## src/rtl/overlay_pkg.sv

```systemverilog
// Shared geometry, colour type and the seven-segment style digit font used by the
// BCD overlay and its font ROM.
package overlay_pkg;

   localparam int         GLYPH_W = 8;
   localparam int         GLYPH_H = 16;
   localparam logic [3:0] G_DASH  = 4'd10;

   typedef logic [11:0] rgb12_t;

   localparam rgb12_t FG_DEFAULT = 12'h001;
   localparam rgb12_t BG_DEFAULT = 12'hFFF;

   // Segment set {a,b,c,d,e,f,g}; glyphs 11..15 are blank.
   function automatic logic [6:0] seg_code(input logic [3:0] glyph);
      case (glyph)
         4'd0:    return 7'h7E;
         4'd1:    return 7'h30;
         4'd2:    return 7'h6D;
         4'd3:    return 7'h79;
         4'd4:    return 7'h33;
         4'd5:    return 7'h5B;
         4'd6:    return 7'h5F;
         4'd7:    return 7'h70;
         4'd8:    return 7'h7F;
         4'd9:    return 7'h7B;
         4'd10:   return 7'h01;
         default: return 7'h00;
      endcase
   endfunction

   function automatic logic [7:0] font_row(input logic [3:0] glyph, input logic [3:0] row);
      logic [6:0] s;
      logic [7:0] r;
      s = seg_code(glyph);
      r = 8'h00;
      if (row == 4'd1 || row == 4'd2)
         r = s[6] ? 8'h7E : 8'h00;
      else if (row >= 4'd3 && row <= 4'd6)
         r = (s[1] ? 8'h60 : 8'h00) | (s[5] ? 8'h06 : 8'h00);
      else if (row == 4'd7 || row == 4'd8)
         r = s[0] ? 8'h7E : 8'h00;
      else if (row >= 4'd9 && row <= 4'd12)
         r = (s[2] ? 8'h60 : 8'h00) | (s[4] ? 8'h06 : 8'h00);
      else if (row == 4'd13 || row == 4'd14)
         r = s[3] ? 8'h7E : 8'h00;
      return r;
   endfunction

endpackage

```

## src/rtl/digit_font_rom.sv

```systemverilog
// 16 glyphs x 16 rows x 8 bits font ROM with registered read data.
module digit_font_rom
   import overlay_pkg::*;
(
   input  logic       clk,
   input  logic [7:0] addr,
   output logic [7:0] data
);

   always_ff @(posedge clk) begin
      data <= font_row(addr[7:4], addr[3:0]);
   end

endmodule

```

## src/rtl/bcd_digit_overlay.sv

```systemverilog
// Pipelined VGA overlay drawing a row of BCD digit cells from a per-frame shadow copy,
// with a frame-counted blinking edit cursor. Latency is 3 pixel clocks.
module bcd_digit_overlay
   import overlay_pkg::*;
#(
   parameter int     NUM_DIGITS   = 6,
   parameter int     X0           = 192,
   parameter int     Y0           = 64,
   parameter int     PITCH        = 28,
   parameter int     SCALE        = 1,
   parameter int     BLINK_FRAMES = 30,
   parameter rgb12_t FG           = FG_DEFAULT,
   parameter rgb12_t BG           = BG_DEFAULT
)(
   input  logic                    clk,
   input  logic                    rst,
   input  logic                    video_on,
   input  logic [9:0]              pixel_x,
   input  logic [9:0]              pixel_y,
   input  logic                    frame_start,
   input  logic [4*NUM_DIGITS-1:0] digits_in,
   input  logic                    edit_en,
   input  logic [3:0]              edit_sel,
   output rgb12_t                  rgb_o,
   output logic                    hit_o,
   output logic                    fb_o
);

   localparam int CELL_W = GLYPH_W << SCALE;
   localparam int CELL_H = GLYPH_H << SCALE;
   localparam int CNT_W  = (BLINK_FRAMES > 1) ? $clog2(BLINK_FRAMES) : 1;

   logic [4*NUM_DIGITS-1:0] shadow;
   logic [CNT_W-1:0]        cnt;
   logic                    phase;

   always_ff @(posedge clk) begin
      if (rst) begin
         shadow <= '0;
         cnt    <= '0;
         phase  <= 1'b0;
      end else if (frame_start) begin
         shadow <= digits_in;
         if (cnt == CNT_W'(BLINK_FRAMES - 1)) begin
            cnt   <= '0;
            phase <= ~phase;
         end else begin
            cnt <= cnt + 1'b1;
         end
      end
   end

   int         px, py, cell_x;
   logic       hit_s0, hide_s0;
   logic [3:0] cell_s0, nib_s0, glyph_s0, row_s0;
   logic [2:0] col_s0;

   // Descending scan so the lowest-index matching cell is the one kept.
   always_comb begin
      px      = int'(pixel_x);
      py      = int'(pixel_y);
      hit_s0  = 1'b0;
      cell_s0 = '0;
      cell_x  = X0;
      for (int i = NUM_DIGITS - 1; i >= 0; i--) begin
         if (py >= Y0 && py < Y0 + CELL_H &&
             px >= X0 + i*PITCH && px < X0 + i*PITCH + CELL_W) begin
            hit_s0  = 1'b1;
            cell_s0 = 4'(i);
            cell_x  = X0 + i*PITCH;
         end
      end
      nib_s0   = shadow[4*int'(cell_s0) +: 4];
      glyph_s0 = (nib_s0 > 4'd9) ? G_DASH : nib_s0;
      row_s0   = 4'((py - Y0) >> SCALE);
      col_s0   = 3'((px - cell_x) >> SCALE);
      hide_s0  = edit_en && phase && hit_s0 && (edit_sel == cell_s0);
   end

   logic       vld_p1, hit_p1, hide_p1;
   logic [3:0] glyph_p1, row_p1;
   logic [2:0] col_p1;
   logic       vld_p2, hit_p2, hide_p2;
   logic [2:0] col_p2;
   logic [7:0] font_p2;
   logic       bit_p2;

   // Stage 1 -> 2: cell decode registered, ROM addressed; stage 2 -> 3: ROM data returns.
   always_ff @(posedge clk) begin
      if (rst) begin
         vld_p1 <= 1'b0;
         hit_p1 <= 1'b0;
         vld_p2 <= 1'b0;
         hit_p2 <= 1'b0;
      end else begin
         vld_p1 <= video_on;
         hit_p1 <= hit_s0;
         vld_p2 <= vld_p1;
         hit_p2 <= hit_p1;
      end
   end

   always_ff @(posedge clk) begin
      glyph_p1 <= glyph_s0;
      row_p1   <= row_s0;
      col_p1   <= col_s0;
      hide_p1  <= hide_s0;
      col_p2   <= col_p1;
      hide_p2  <= hide_p1;
   end

   digit_font_rom u_rom (
      .clk  (clk),
      .addr ({glyph_p1, row_p1}),
      .data (font_p2)
   );

   assign bit_p2 = font_p2[3'd7 - col_p2];

   // Stage 3: bit select and colour.
   always_ff @(posedge clk) begin
      if (rst) begin
         rgb_o <= '0;
         hit_o <= 1'b0;
         fb_o  <= 1'b0;
      end else begin
         rgb_o <= !vld_p2 ? 12'h000 : ((hit_p2 && bit_p2 && !hide_p2) ? FG : BG);
         hit_o <= hit_p2;
         fb_o  <= hit_p2 && bit_p2;
      end
   end

endmodule

```

## config.mk

```make
export PLATFORM = sky130hd
export DESIGN_NAME = bcd_digit_overlay
export DESIGN_NICKNAME = d
export VERILOG_FILES = /design/src/rtl/overlay_pkg.sv /design/src/rtl/digit_font_rom.sv /design/src/rtl/bcd_digit_overlay.sv
export SDC_FILE = /design/constraint.sdc
export NUM_CORES = 1
export LEC_CHECK = 0
export ABC_AREA = 1
export CAP_MARGIN = 20
export CORE_MARGIN = 1
export CORE_UTILIZATION = 46
export DETAILED_ROUTE_END_ITERATION = 8
export GPL_ROUTABILITY_DRIVEN = 0
export PLACE_DENSITY = 0.8
export SLEW_MARGIN = 15
export SYNTH_ARGS = -nofsm -noshare
export SYNTH_HDL_FRONTEND = slang
export SYNTH_SLANG_ARGS = --single-unit
```

## constraint.sdc

```tcl
create_clock -name clk -period 2.4 [get_ports clk]
set_clock_uncertainty 0.05 [all_clocks]
set_input_delay 0.48 -clock clk [delete_from_list [all_inputs] [get_ports clk]]
set_output_delay 0.48 -clock clk [all_outputs]
set_load 0.01 [all_outputs]
```

; Word-level counts from Yosys, hierarchy flattened
; Memory sizes are Yosys's and may differ from the RTL's. A register that Yosys moved wholly into a read port is not among the register bits.
; Cells that the tools add are included.
[word_totals]
register_bits = 68
romBits = 112
input_bits = 53
output_inout_bits = 14
elab_cells = 115
n_memories = 1
[classes]
add_sub_neg = 4
magnitude_cmp = 20
eq_ne = 8
shift = 1
mux = 35
bitwise_logic = 4
reduce_logical = 26
[mem_list]
columns = memory, depth, word_bits, rd, rd_ports_with_merged_regs, write_ports, line_no
row1 = (name not given), 16, 7, 1, 1, 0, overlay_pkg.sv:16  ; case (glyph)
[op_table]
columns = op, n
row1 = $mux W4, 12
row2 = $lt A10 B9 Y1 const B, 4
row3 = $mux W8, 5
row4 = $mux W7, 5
row5 = $ge A10 B8 Y1 const B, 3
row6 = $ge A10 B9 Y1 const B, 3
row7 = $shiftx A24 B7 Y4, 1
row8 = $logic_and A1 B1 Y1, 20
row9 = $lt A10 B8 Y1 const B, 2
row10 = $or A8 B8 Y8, 2
row11 = $eq A4 B4 Y1 const B, 3
row12 = $mux W12, 1
row13 = $ge A10 B7 Y1 const B, 1
row14 = $lt A10 B7 Y1 const B, 1
row15 = $mux W3, 3
row16 = $mux W1, 7
row17 = $add A5 B1 Y5 const B, 1
row18 = $eq A5 B5 Y1 const B, 1
row19 = $mux W5, 1
row20 = $sub A5 B1 Y5 const B, 1
row21 = $eq A4 B1 Y1 const B, 1
row22 = $eq A4 B2 Y1 const B, 1
row23 = $eq A4 B3 Y1 const B, 1
row24 = $eq A4 B4 Y1, 1
row25 = 14 further kinds, 17

; Logic depth before layout (Yosys ltp)
; Gate-level depths: netlist of the first run.
[depth]
ltp_word = 13
mapped_depth = 19
depth_no_buf = 19

; Hierarchy
; Synthesis of the first run repeated with hierarchy kept, for this count alone.
[unflattened]
hier_cells = 396
hier_area_um2 = 2881.5
[by_module_without_submodules]
columns = module, instances, cells_each, area_each_um2, seq_area_each_um2
row1 = bcd_digit_overlay, 1, 315, 2403.6, 1081.0
row2 = digit_font_rom, 1, 81, 478.0, 60.1

; Worst setup path before layout of the first run
; No wires, ideal clock.
[synth_path]
path_type = input to register
from = in pixel_y[8]
to = reg with a tool-made name
setup_time_ns = 0.116
arrival_time_ns = 2.264
required_time_ns = 2.234
setup_slack_ns = -0.031
path_stages = 15
path_buffers = 0
path_cell_list = nor2_1 -> nand3_2 -> nor2_4 -> nand3_4 -> nand2_4 -> nand2_1 -> nand3_1 -> nand3_1 -> nand2_4 -> nand2_4 -> nand2_4 -> nand3_1 -> ha_1 -> o21ai_1 -> nand2_1
[synth_rtl]
columns = item, line_no
row1 = from (decl), bcd_digit_overlay.sv:19  ; input logic [9:0] pixel_y,

==> impl_results.md, run 1 <==
* CORE AREA at 6350 um^2
* Total internal power at 1.71 mW
* Syn_area_per_cell at 7.40 um^2
* Commonest non-fill, non-tap cell in the layout: dfxtp_1
* Antenna violations before repair at 0
* GRT Overall Usage at 0.242
* WL/cell at 14.9 um
* # setup viols final at 3
* CP Max Fanout at 8
* Die Ht at 83.2 um
* Final Worst Setup Slack at -17.9 ps
* Num rows at 29
* Min cycle time layout at 2420 ps
* ANT cells at 0
* Crit start category: input port
* Area occupied by multi-input gates at 1780 um^2
* Gr ovfl total at 0
* P_sw at 0.624 mW
* IO Port Bufs at 64
* Fraction of layout cells with a size suffix above 1 at 0.325
* Filler instances at 437
* Sequential share of the synthesized area at 0.396
* Critical path's top delay family: simple AND/OR/NAND/NOR gates
* DRT iter0 DRCs at 167
* Syn_nets at 472
* Number of synthesized register bits at 60
* R2r setup slk at 610 ps
* Clk pwr share at 0.335
* Switching part of the total at 0.267
* WS Path Type: in -> reg
* Max Fclk at 0.414 GHz
* DRT Wirelength at 9040 um
* Final core utilization at 0.727
* Worst EP arrival at 2590 ps
* Setup crit end kind: flop
* PD cells at 507 nW/um^2
* Failing checks: negative setup slack
* Hold path depth at 0
* Total I/O pin count at 67
* Most frequent cell on the critical path: nand2_4
* Pins Over Slew Limit at 0
* Hold Vio Cnt, Final at 0
* Largest net degree at the start of global routing at 37
* HP Start: hide_p1
* Clock slew at reported path FFs at 60 ps
* Leakage power at 2.14 nW
* Die ar. at 6920 um^2
* Worst Hold End: hide_p2
* Setup_tns at -36.7 ps
* Final nets at 588
* Reg-to-Reg Start: shadow[5]
* Pre-CTS WS at -658 ps
* DP Cell Count at 570
* H-tree levels at 3
* Final ANT Viol Nets at 0
* Synthesized area at 3030 um^2
* Global-route wire length before repair at 13,300 um
* Max-cap viol count at 0
* Reg power frac at 0.471
* Yosys cell types at 33
* Slew @ Worst Pin at 311 ps
* CP Cell Sequence: dlygate4sd2_1 -> inv_2 -> nand3_4 -> buf_12 -> nor2_4 -> nand2_2 -> nand3_4 -> buf_12 -> nand2_8 -> o21ai_4 -> nand3_2 -> nand2_4 -> nand2_4 -> nand2_4 -> inv_2 -> ha_1 -> nand3_1 -> nand3_1
* Largest stage delay, worst path at 240 ps
* P&R area growth vs syn at 52.1%
* Clk sink count at 60
* Vias per cell at 5.34
* Post-Syn Instances at 410
* Worst-Skew Late Latency at 340 ps
* VDD IR max at 478 uV
* Initial core utilization at 0.478
* Layout Cells excl Fill at 607
* R2R cell count at 11
* Run status: complete, but fails checks
* CTS buffer count at 9
* Worst Path Required at 2570 ps
* Slowest cell on the critical path: dlygate4sd2_1
* Routed vias at 3,239
* Buffers plus inverters on the worst setup path at 5
* Hold WC Path Type: reg -> reg
* CTS tree: done
* Final Cycle Share at 1.01
* Final Power at 2.34 mW
* Cts hold-fix bufs at 0
* Clock tree root buffer cell: clkbuf_8
* DR DRC count at 0
* Register Area at 1200 um^2
* Die W at 83.2 um
* Slew headroom at 0.793
* Vias in the first global route at 3,054
* Synth warnings at 0
* Logic pwr share at 0.193
* Post-detail-place hpwl at 5140 um
* Clk buf depth at 2
* Commonest cells after routing, fill and taps aside: dfxtp_1, buf_4, clkdlybuf4s50_1
* First drt pass iteration count at 4
-- area by class of cell --
class | instances | area share
Clock buffer | 13 | 0.0344
Clock inverter | 2 | 0.00217
Inverter | 57 | 0.0475
Multi-Input combinational cell | 272 | 0.385
Sequential cell | 60 | 0.260
Tap cell | 77 | 0.0209
Timing Repair Buffer | 126 | 0.250
-- metrics by stage --
stage	hold slack, ps	instance area, um^2
floorplan	260	3030
global placement	261	3970
detailed placement	264	3970
CTS	277	4410
global route	284	4610
finish	276	4610
-- what timing repair did --
action                                  CTS  global route
gates resized for setup                  38            75
cloned                                    2             0
pin swaps                                22            31
buffers inserted                         15             5
endpoints found under the setup margin    7             9
-- logic make-up (layout without fill, tap and decap cells) --
group,count (synthesis),in the layout,share of synthesized area
AND/OR/NAND/NOR,198,198,0.328
buffers and inverters,78,198,0.118
AO/OA/AOI/OAI,60,60,0.107
flip-flops,60,60,0.396
adder cells (fa/ha/maj),9,9,0.0371
XOR/XNOR,5,5,0.0144
-- worst reg2reg max path, cell delays in order, from the launching register on --
cell      delay [ps]
dfxtp_1          300
inv_1            100
nand3_1          170
nand3_2          140
nand3_2           90
nand2_4          100
nand2_4           50
buf_4            140
a21oi_4          130
ha_2             190
nand3b_4         130
nand3_2           80
-- per-layer routing --
| metal | GRT usage | up-vias | share of wire |
|---|---|---|---|
| met5 | 0 | - | 0 |
| met2 | 0.427 | 155 | 0.50 |
| met4 | 0.147 | 0 | 0.049 |
| met1 | 0.258 | 1478 | 0.39 |
| met3 | 0.0606 | 42 | 0.060 |
| li1 | - | 1564 | - |
-- cells in the mapped netlist (all sizes together) --
cell     count  area share
nand4        9       0.019
clkinv       1      0.0012
nand3       56        0.10
inv         56       0.069
nand3b       4       0.011
o2111ai      2      0.0058
xor2         5       0.014
a21oi       17       0.028
nor3b        1      0.0025
a211oi       1      0.0025
o211ai       3      0.0091
nand2       67        0.11
dfxtp       60        0.40
buf         15       0.040
a31oi        2      0.0041
and3         1      0.0021
ha           9       0.037
o21ai       35       0.058
nor2        54       0.074
nor3         6      0.0099
clkbuf       6      0.0074
-- how the worst max path moves through the flow --
stage | start | end | slack (ps) | depth (start not counted)
2_1_floorplan | pixel_y[8] | flop | 6 | 15
3_3_place_gp | pixel_x[4] | flop | -600 | 17
3_5_place_dp | pixel_x[4] | flop | -660 | 18
4_1_cts | pixel_y[9] | flop | 30 | 18
5_1_grt | pixel_y[7] | flop | -90 | 18
6_report | pixel_y[7] | flop | -20 | 18
-- power groups by stage --
stage | clock [mW] | combinational, mW | sequential (mW)
final | 0.784 | 0.452 | 1.10
after global routing | 0.857 | 0.491 | 1.11
after CTS | 0.805 | 0.387 | 1.10
after detailed placement | 0 | 0.362 | 1.12
after global placement | 0 | 0.352 | 1.12
after floorplan | 0 | 0.200 | 1.11
Power figures use the tool's default switching activity.
==> inputs of run 2 (changes only) <==
--- a/config.mk
+++ b/config.mk
@@ -5,13 +5,12 @@
 export SDC_FILE = /design/constraint.sdc
 export NUM_CORES = 1
 export LEC_CHECK = 0
-export ABC_AREA = 1
 export CAP_MARGIN = 20
 export CORE_MARGIN = 1
-export CORE_UTILIZATION = 46
+export CORE_UTILIZATION = 45
 export DETAILED_ROUTE_END_ITERATION = 8
 export GPL_ROUTABILITY_DRIVEN = 0
-export PLACE_DENSITY = 0.8
+export PLACE_DENSITY = 0.79
 export SLEW_MARGIN = 15
 export SYNTH_ARGS = -nofsm -noshare
 export SYNTH_HDL_FRONTEND = slang
==> run 2 against run 1 <==
Net effect:
- the run still ends with negative setup slack left
- final cell count shrank 16%
- setup slack lost 470 ps
- clock-buffer cell count shrank 4
- utilization grew 3.0 points
- largest power group unchanged
==> impl_results.md, run 2 <==
* Total internal power at 1.87 mW (was 1.71 mW)
* ANT cells at 0 (unchanged)
* Setup crit end kind: flop (unchanged)
* Clk sink count at 60 (unchanged)
* Hold path depth at 0 (unchanged)
* Hold Vio Cnt, Final at 0 (unchanged)
* Final ANT Viol Nets at 0 (unchanged)
* Gr ovfl total at 0 (unchanged)
* Max Fclk at 0.346 GHz (was 0.414 GHz)
* CP Max Fanout at 5 (was 8)
* EDFF count, synth at 0 (unchanged)
* Die Ht at 82.1 um (was 83.2 um)
* Cts hold-fix bufs at 0 (unchanged)
* Die W at 82.1 um (was 83.2 um)
* Min cycle time layout at 2890 ps (was 2420 ps)
* Max-cap viol count at 0 (unchanged)
* Clock tree root buffer cell: clkbuf_8 (unchanged)
* Total I/O pin count at 67 (unchanged)
* Number of synthesized register bits at 60 (unchanged)
* DRT Wirelength at 8710 um (was 9040 um)
* CTS tree: done (unchanged)
* Global-route wire length before repair at 12,600 um (was 13,300 um)
* Commonest non-fill, non-tap cell in the layout: dfxtp_1 (unchanged)
* Clk buf depth at 2 (unchanged)
* Synth warnings at 0 (unchanged)
* Final nets at 489 (was 588)
* Syn_area_per_cell at 9.32 um^2 (was 7.40 um^2)
* P_sw at 0.661 mW (was 0.624 mW)
* Top cells by count, synth: dfxtp_1, nor2_1, mux2i_1, nand2_1, buf_4 (was dfxtp_1, nand2_1, nand3_1, nor2_1, inv_1)
* PD cells at 553 nW/um^2 (was 507 nW/um^2)
* IO Port Bufs at 64 (unchanged)
* Largest net degree at the start of global routing at 32 (was 37)
* Routed vias at 2,738 (was 3,239)
* Failing checks: negative setup slack (unchanged)
* Switching part of the total at 0.261 (was 0.267)
* Pre-CTS WS at -1120 ps (was -658 ps)
* Synth top area share at 0.416 (was 0.396)
* Main synth FF type: dfxtp_1 (unchanged)
* Run status: complete, but fails checks (unchanged)
* Worst Path Required at 2580 ps (was 2570 ps)
* Area occupied by multi-input gates at 1850 um^2 (was 1780 um^2)
* Register Area at 1200 um^2 (unchanged)
* Worst EP arrival at 3070 ps (was 2590 ps)
* CORE AREA at 6060 um^2 (was 6350 um^2)
* Fraction of layout cells with a size suffix above 1 at 0.326 (was 0.325)
* Slew @ Worst Pin at 489 ps (was 311 ps)
* WS Path Type: in -> reg (unchanged)
* Clock slew at reported path FFs at 80 ps (was 60 ps)
* Die ar. at 6750 um^2 (was 6920 um^2)
* Initial core utilization at 0.477 (was 0.478)
* RSZ-0062 raised after global routing: true
* Worst-Skew Late Latency at 350 ps (was 340 ps)
* R2R cell count at 11 (unchanged)
* Largest area contributor in the netlist: dfxtp_1 (unchanged)
* Synthesized area at 2890 um^2 (was 3030 um^2)
* Vias per cell at 5.40 (was 5.34)
* Vias in the first global route at 2,661 (was 3,054)
* DRT iter0 DRCs at 192 (was 167)
* DR DRC count at 0 (unchanged)
* Reg power frac at 0.433 (was 0.471)
* Hold WC Path Type: reg -> reg (unchanged)
* Num rows at 28 (was 29)
* Sequential share of the synthesized area at 0.416 (was 0.396)
* Filler instances at 398 (was 437)
* P&R area growth vs syn at 58.6% (was 52.1%)
* Antenna violations before repair at 0 (unchanged)
* Yosys cell types at 54 (was 33)
* Slew headroom at 0.669 (was 0.793)
* Clk pwr share at 0.409 (was 0.335)
* Commonest cells after routing, fill and taps aside: dfxtp_1, clkdlybuf4s50_1, buf_4 (was dfxtp_1, buf_4, clkdlybuf4s50_1)
* Post-detail-place hpwl at 4850 um (was 5140 um)
* Hold slack final at 286 ps (was 276 ps)
* Final Worst Setup Slack at -490 ps (was -17.9 ps)
* Ys async rst share at 0 (unchanged)
* First drt pass iteration count at 4 (unchanged)
* H-tree levels at 3 (unchanged)
* Synth area leaders: dfxtp_1, mux2i_1, nor2_1 (was dfxtp_1, nand3_1, nand2_1)
* Most frequent cell after synthesis: dfxtp_1 (unchanged)
* Syn_nets at 372 (was 472)
* Crit start category: input port (unchanged)
* CTS buffer count at 9 (unchanged)
* Setup_tns at -2390 ps (was -36.7 ps)
* Logic pwr share at 0.158 (was 0.193)
* Final Cycle Share at 1.20 (was 1.01)
* Pins Over Slew Limit at 0 (unchanged)
* # setup viols final at 7 (was 3)
* GRT Overall Usage at 0.260 (was 0.242)
* Leakage power at 1.98 nW (was 2.14 nW)
* Post-Syn Instances at 310 (was 410)
* VDD IR max at 517 uV (was 478 uV)
* WL/cell at 17.2 um (was 14.9 um)
[run 2: routing by layer]
layer | GRT usage | vias to the layer above | routed length (um)
met5 | 0 | - | 0
met4 | 0.128 | 0 | 250
met3 | 0.0791 | 22 | 460
met2 | 0.474 | 106 | 4530
met1 | 0.268 | 1304 | 3470
li1 | - | 1306 | -
[run 2: worst paths after layout]
check | start | endpoint | slack [ps]
min reg2reg | col_p1[1] | col_p2[1] | 290
max | pixel_y[9] | flop | -490
min | col_p1[1] | col_p2[1] | 290
max reg2reg | shadow[2] | flop | 210
[run 2: area by class of cell]
class                   count  area share
well taps                  75      0.0205
clock buffers               9      0.0270
clock inverters             7      0.0216
flip-flops and latches     60       0.262
repair buffers            128       0.256
inverters                  11     0.00956
multi-input cells         217       0.403
[run 2: timing repair]
action / in CTS / in global routing
gates resized for setup: 96 / 20
setup buffers: 19 / 13
setup endpoints to repair: 8 / 7
pin swaps: 36 / 21
[run 2: critical path: stages]
cell and delay, ps:
buf_6 90, nor4b_4 340, nand3_2 200, buf_6 170, a21o_4 230, buf_6 150, buf_4 140, a211oi_4 290
nor2_4 70, buf_6 130, a21boi_4 160, ha_2 220, inv_1 70, mux2i_1 200, mux2i_1 120
[run 2: per-stage QoR]
| stage | cells | utilization | cell area (um^2) | power (mW) |
|---|---|---|---|---|
| 5_1_grt | 507 | 0.756 | 4580 | 2.63 |
| 2_1_floorplan | 310 | - | 2970 | 1.28 |
| 3_5_place_dp | 459 | 0.632 | 3830 | 1.45 |
| 3_3_place_gp | 459 | 0.632 | 3830 | 1.43 |
| 4_1_cts | 494 | 0.723 | 4380 | 2.50 |
| 6_report | 507 | 0.756 | 4580 | 2.53 |
[run 2: logic make-up after synthesis]
family / after synthesis / synth area share
simple gates: 105 / 0.194
flops: 60 / 0.416
compound gates: 55 / 0.130
mux: 37 / 0.130
buf+inv: 33 / 0.0589
xor+xnor: 11 / 0.0333
fa+ha+maj: 9 / 0.0390
[run 2: power by group through the flow]
stage	sequential (mW)	clock, mW	combinational [mW]
floorplan	1.10	0	0.184
CTS	1.09	1.05	0.363
global route	1.10	1.09	0.431
global placement	1.11	0	0.320
finish	1.10	1.04	0.400
detailed placement	1.11	0	0.331
==> inputs of run 3 (changes only) <==
--- a/config.mk
+++ b/config.mk
@@ -7,10 +7,11 @@
 export LEC_CHECK = 0
 export CAP_MARGIN = 20
 export CORE_MARGIN = 1
-export CORE_UTILIZATION = 45
+export CORE_UTILIZATION = 47
+export CTS_BUF_LIST = sky130_fd_sc_hd__clkbuf_4 sky130_fd_sc_hd__clkbuf_8
 export DETAILED_ROUTE_END_ITERATION = 8
 export GPL_ROUTABILITY_DRIVEN = 0
-export PLACE_DENSITY = 0.79
+export PLACE_DENSITY = 0.82
 export SLEW_MARGIN = 15
 export SYNTH_ARGS = -nofsm -noshare
 export SYNTH_HDL_FRONTEND = slang
==> constraint.sdc (replaced) <==
create_clock -name clk -period 2.5 [get_ports clk]
set_clock_uncertainty 0.05 [all_clocks]
set_input_delay 0.5 -clock clk [delete_from_list [all_inputs] [get_ports clk]]
set_output_delay 0.5 -clock clk [all_outputs]
set_load 0.01 [all_outputs]
==> run 3 against run 2 <==
Net effect:
- the run still ends with negative setup slack left
- via count decreased by 2.7%
- global-route usage decreased by 2.0 points
- sequential power decreased by 5%
- sequential cell count unchanged
- non-clock buffer count decreased by 18
- combinational power decreased by 9.8%
- die area decreased by 4.1%
- clock-buffer cell count increased by 3
- routed wire length decreased by 10%
- total power decreased by 9.9%
- sequential share of layout area increased by 1.5 points
- critical path type unchanged
- largest power group unchanged
- highest routed layer unchanged
==> impl_results.md, run 3 (same netlist as run 2, synthesis figures left out) <==
* DRT Wirelength at 7830 um (was 8710 um)
* Crit start category: input port (unchanged)
* Commonest cells after routing, fill and taps aside: dfxtp_1, clkdlybuf4s50_1, buf_4 (unchanged)
* DRT iter0 DRCs at 93 (was 192)
* Final Worst Setup Slack at -201 ps (was -490 ps)
* Hold slack final at 277 ps (was 286 ps)
* # setup viols final at 6 (was 7)
* Gr ovfl total at 0 (unchanged)
* Most frequent cell on the critical path: mux2i_1 (was buf_6)
* Reg power frac at 0.461 (was 0.433)
* Slew @ Worst Pin at 496 ps (was 489 ps)
* P_sw at 0.549 mW (was 0.661 mW)
* Vias in the first global route at 2,592 (was 2,661)
* CTS buffer count at 9 (unchanged)
* Num rows at 28 (unchanged)
* Filler instances at 399 (was 398)
* Max Fclk at 0.370 GHz
* Total internal power at 1.73 mW (was 1.87 mW)
* Worst EP arrival at 2870 ps (was 3070 ps)
* Switching part of the total at 0.241 (was 0.261)
* Routed vias at 2,663 (was 2,738)
* VDD IR max at 341 uV (was 517 uV)
* Cts hold-fix bufs at 0 (unchanged)
* Die W at 80.4 um (was 82.1 um)
* Failing checks: negative setup slack (unchanged)
* Antenna violations before repair at 0 (unchanged)
* Hold path depth at 0 (unchanged)
* Commonest non-fill, non-tap cell in the layout: dfxtp_1 (unchanged)
* P&R area growth vs syn at 50.1% (was 58.6%)
* Area occupied by multi-input gates at 1790 um^2 (was 1850 um^2)
* Register Area at 1200 um^2 (unchanged)
* CP Cell Sequence: buf_8 -> buf_6 -> and4bb_2 -> nand4_1 -> a21oi_2 -> o21a_4 -> nor2_4 -> inv_4 -> a211oi_4 -> or2_4 -> o21a_1 -> ha_2 -> inv_2 -> mux2i_1 -> mux2i_1 (was buf_6 -> nor4b_4 -> nand3_2 -> buf_6 -> a21o_4 -> buf_6 -> buf_4 -> a211oi_4 -> nor2_4 -> buf_6 -> a21boi_4 -> ha_2 -> inv_1 -> mux2i_1 -> mux2i_1)
* R2R cell count at 9 (was 11)
* Logic pwr share at 0.158 (about the same)
* CTS tree: done (unchanged)
* Reg-to-Reg Start: shadow[2] (unchanged)
* Die Ht at 80.4 um (was 82.1 um)
* R2r setup slk at 490 ps (was 210 ps)
* Vias per cell at 5.47 (was 5.40)
* DP Cell Count at 459 (unchanged)
* CORE AREA at 5920 um^2 (was 6060 um^2)
* Setup crit end kind: flop (unchanged)
* PD cells at 526 nW/um^2 (was 553 nW/um^2)
* Largest net degree at the start of global routing at 28 (was 32)
* RSZ-0062 raised after global routing: true (unchanged)
* Max-cap viol count at 0 (unchanged)
* H-tree levels at 3 (unchanged)
* Global-route wire length before repair at 11,700 um (was 12,600 um)
* Total I/O pin count at 67 (unchanged)
* Final nets at 471 (was 489)
* Run status: complete, but fails checks (unchanged)
* Pins Over Slew Limit at 0 (unchanged)
* Clock slew at reported path FFs at 60 ps (was 80 ps)
* Critical path's top delay family: simple AND/OR/NAND/NOR gates (was buffers and inverters)
* Die ar. at 6470 um^2 (was 6750 um^2)
* Final Cycle Share at 1.08
* HP Start: col_p1[2] (was col_p1[1])
* Hold WC Path Type: reg -> reg (unchanged)
* Final ANT Viol Nets at 0 (unchanged)
* WL/cell at 16.1 um (was 17.2 um)
* Post-detail-place hpwl at 4910 um (was 4850 um)
* Layout Cells excl Fill at 487 (was 507)
* IO Port Bufs at 64 (unchanged)
* WS Path Type: in -> reg (unchanged)
* Buffers plus inverters on the worst setup path at 4 (was 6)
* Worst Hold End: col_p2[2] (was col_p2[1])
* Largest stage delay, worst path at 290 ps (was 340 ps)
* Min cycle time layout at 2700 ps
* Final core utilization at 0.733 (was 0.756)
* Slowest cell on the critical path: a211oi_4 (was nor4b_4)
* Clk buf depth at 2 (unchanged)
* DR DRC count at 0 (unchanged)
* CP Max Fanout at 6 (was 5)
* Hold Vio Cnt, Final at 0 (unchanged)
* Fraction of layout cells with a size suffix above 1 at 0.301 (was 0.326)
* Clock tree root buffer cell: clkbuf_8 (unchanged)
* Placed inst area at 3820 um^2 (was 3830 um^2)
* Clk pwr share at 0.381 (was 0.409)
* Leakage power at 1.88 nW (was 1.98 nW)
* Initial core utilization at 0.488 (was 0.477)
* GRT Overall Usage at 0.240 (was 0.260)
* Worst-Skew Late Latency at 340 ps (was 350 ps)
* First drt pass iteration count at 4 (unchanged)
* Slew headroom at 0.664 (was 0.669)
* Final instance area at 4340 um^2 (was 4580 um^2)
* Worst Path Required at 2670 ps (was 2580 ps)
* Clk sink count at 60 (unchanged)
* ANT cells at 0 (unchanged)
run 3: worst max path at each step:
| stage | to | depth (start not counted) | slack [ps] | startpoint |
|---|---|---|---|---|
| after floorplan | flop | 12 | -330 | pixel_y[7] |
| after global placement | flop | 12 | -940 | pixel_x[2] |
| after detailed placement | flop | 13 | -1000 | pixel_x[2] |
| after CTS | flop | 12 | -100 | pixel_y[8] |
| after global routing | flop | 15 | -370 | pixel_x[6] |
| final | flop | 15 | -200 | pixel_x[6] |
run 3: timing repair:
item	in CTS	in global routing
setup buffers	9	5
resized for setup	89	21
pin swaps	28	6
endpoints found under the setup margin	8	7
endpoints found under the hold margin	0	0
run 3: layer usage:
layer  share of wire  GRT usage
met1            0.40      0.251
met2            0.53      0.452
met3           0.042     0.0409
met4           0.028      0.123
met5               0          0
run 3: power groups by stage:
| stage | combinational, mW | sequential (mW) | clock (mW) |
|---|---|---|---|
| after floorplan | 0.177 | 1.06 | 0 |
| after global placement | 0.303 | 1.07 | 0 |
| after detailed placement | 0.313 | 1.07 | 0 |
| after CTS | 0.339 | 1.05 | 0.875 |
| after global routing | 0.388 | 1.06 | 0.920 |
| final | 0.361 | 1.05 | 0.869 |
run 3: layout make-up:
| cell class | instances | area share |
|---|---|---|
| multi-input cells | 217 | 0.413 |
| flip-flops and latches | 60 | 0.277 |
| repair buffers | 110 | 0.234 |
| clock buffers | 12 | 0.0366 |
| well taps | 75 | 0.0216 |
| inverters | 11 | 0.0101 |
| clock inverters | 2 | 0.00807 |
run 3: through the flow:
stage	setup WS (ps)	setup TNS, ps	total power, mW
floorplan	-334	-1700	1.23
CTS	-99.6	-211	2.26
finish	-201	-904	2.28
global placement	-943	-6780	1.37
detailed placement	-1000	-7250	1.38
global route	-366	-1730	2.37
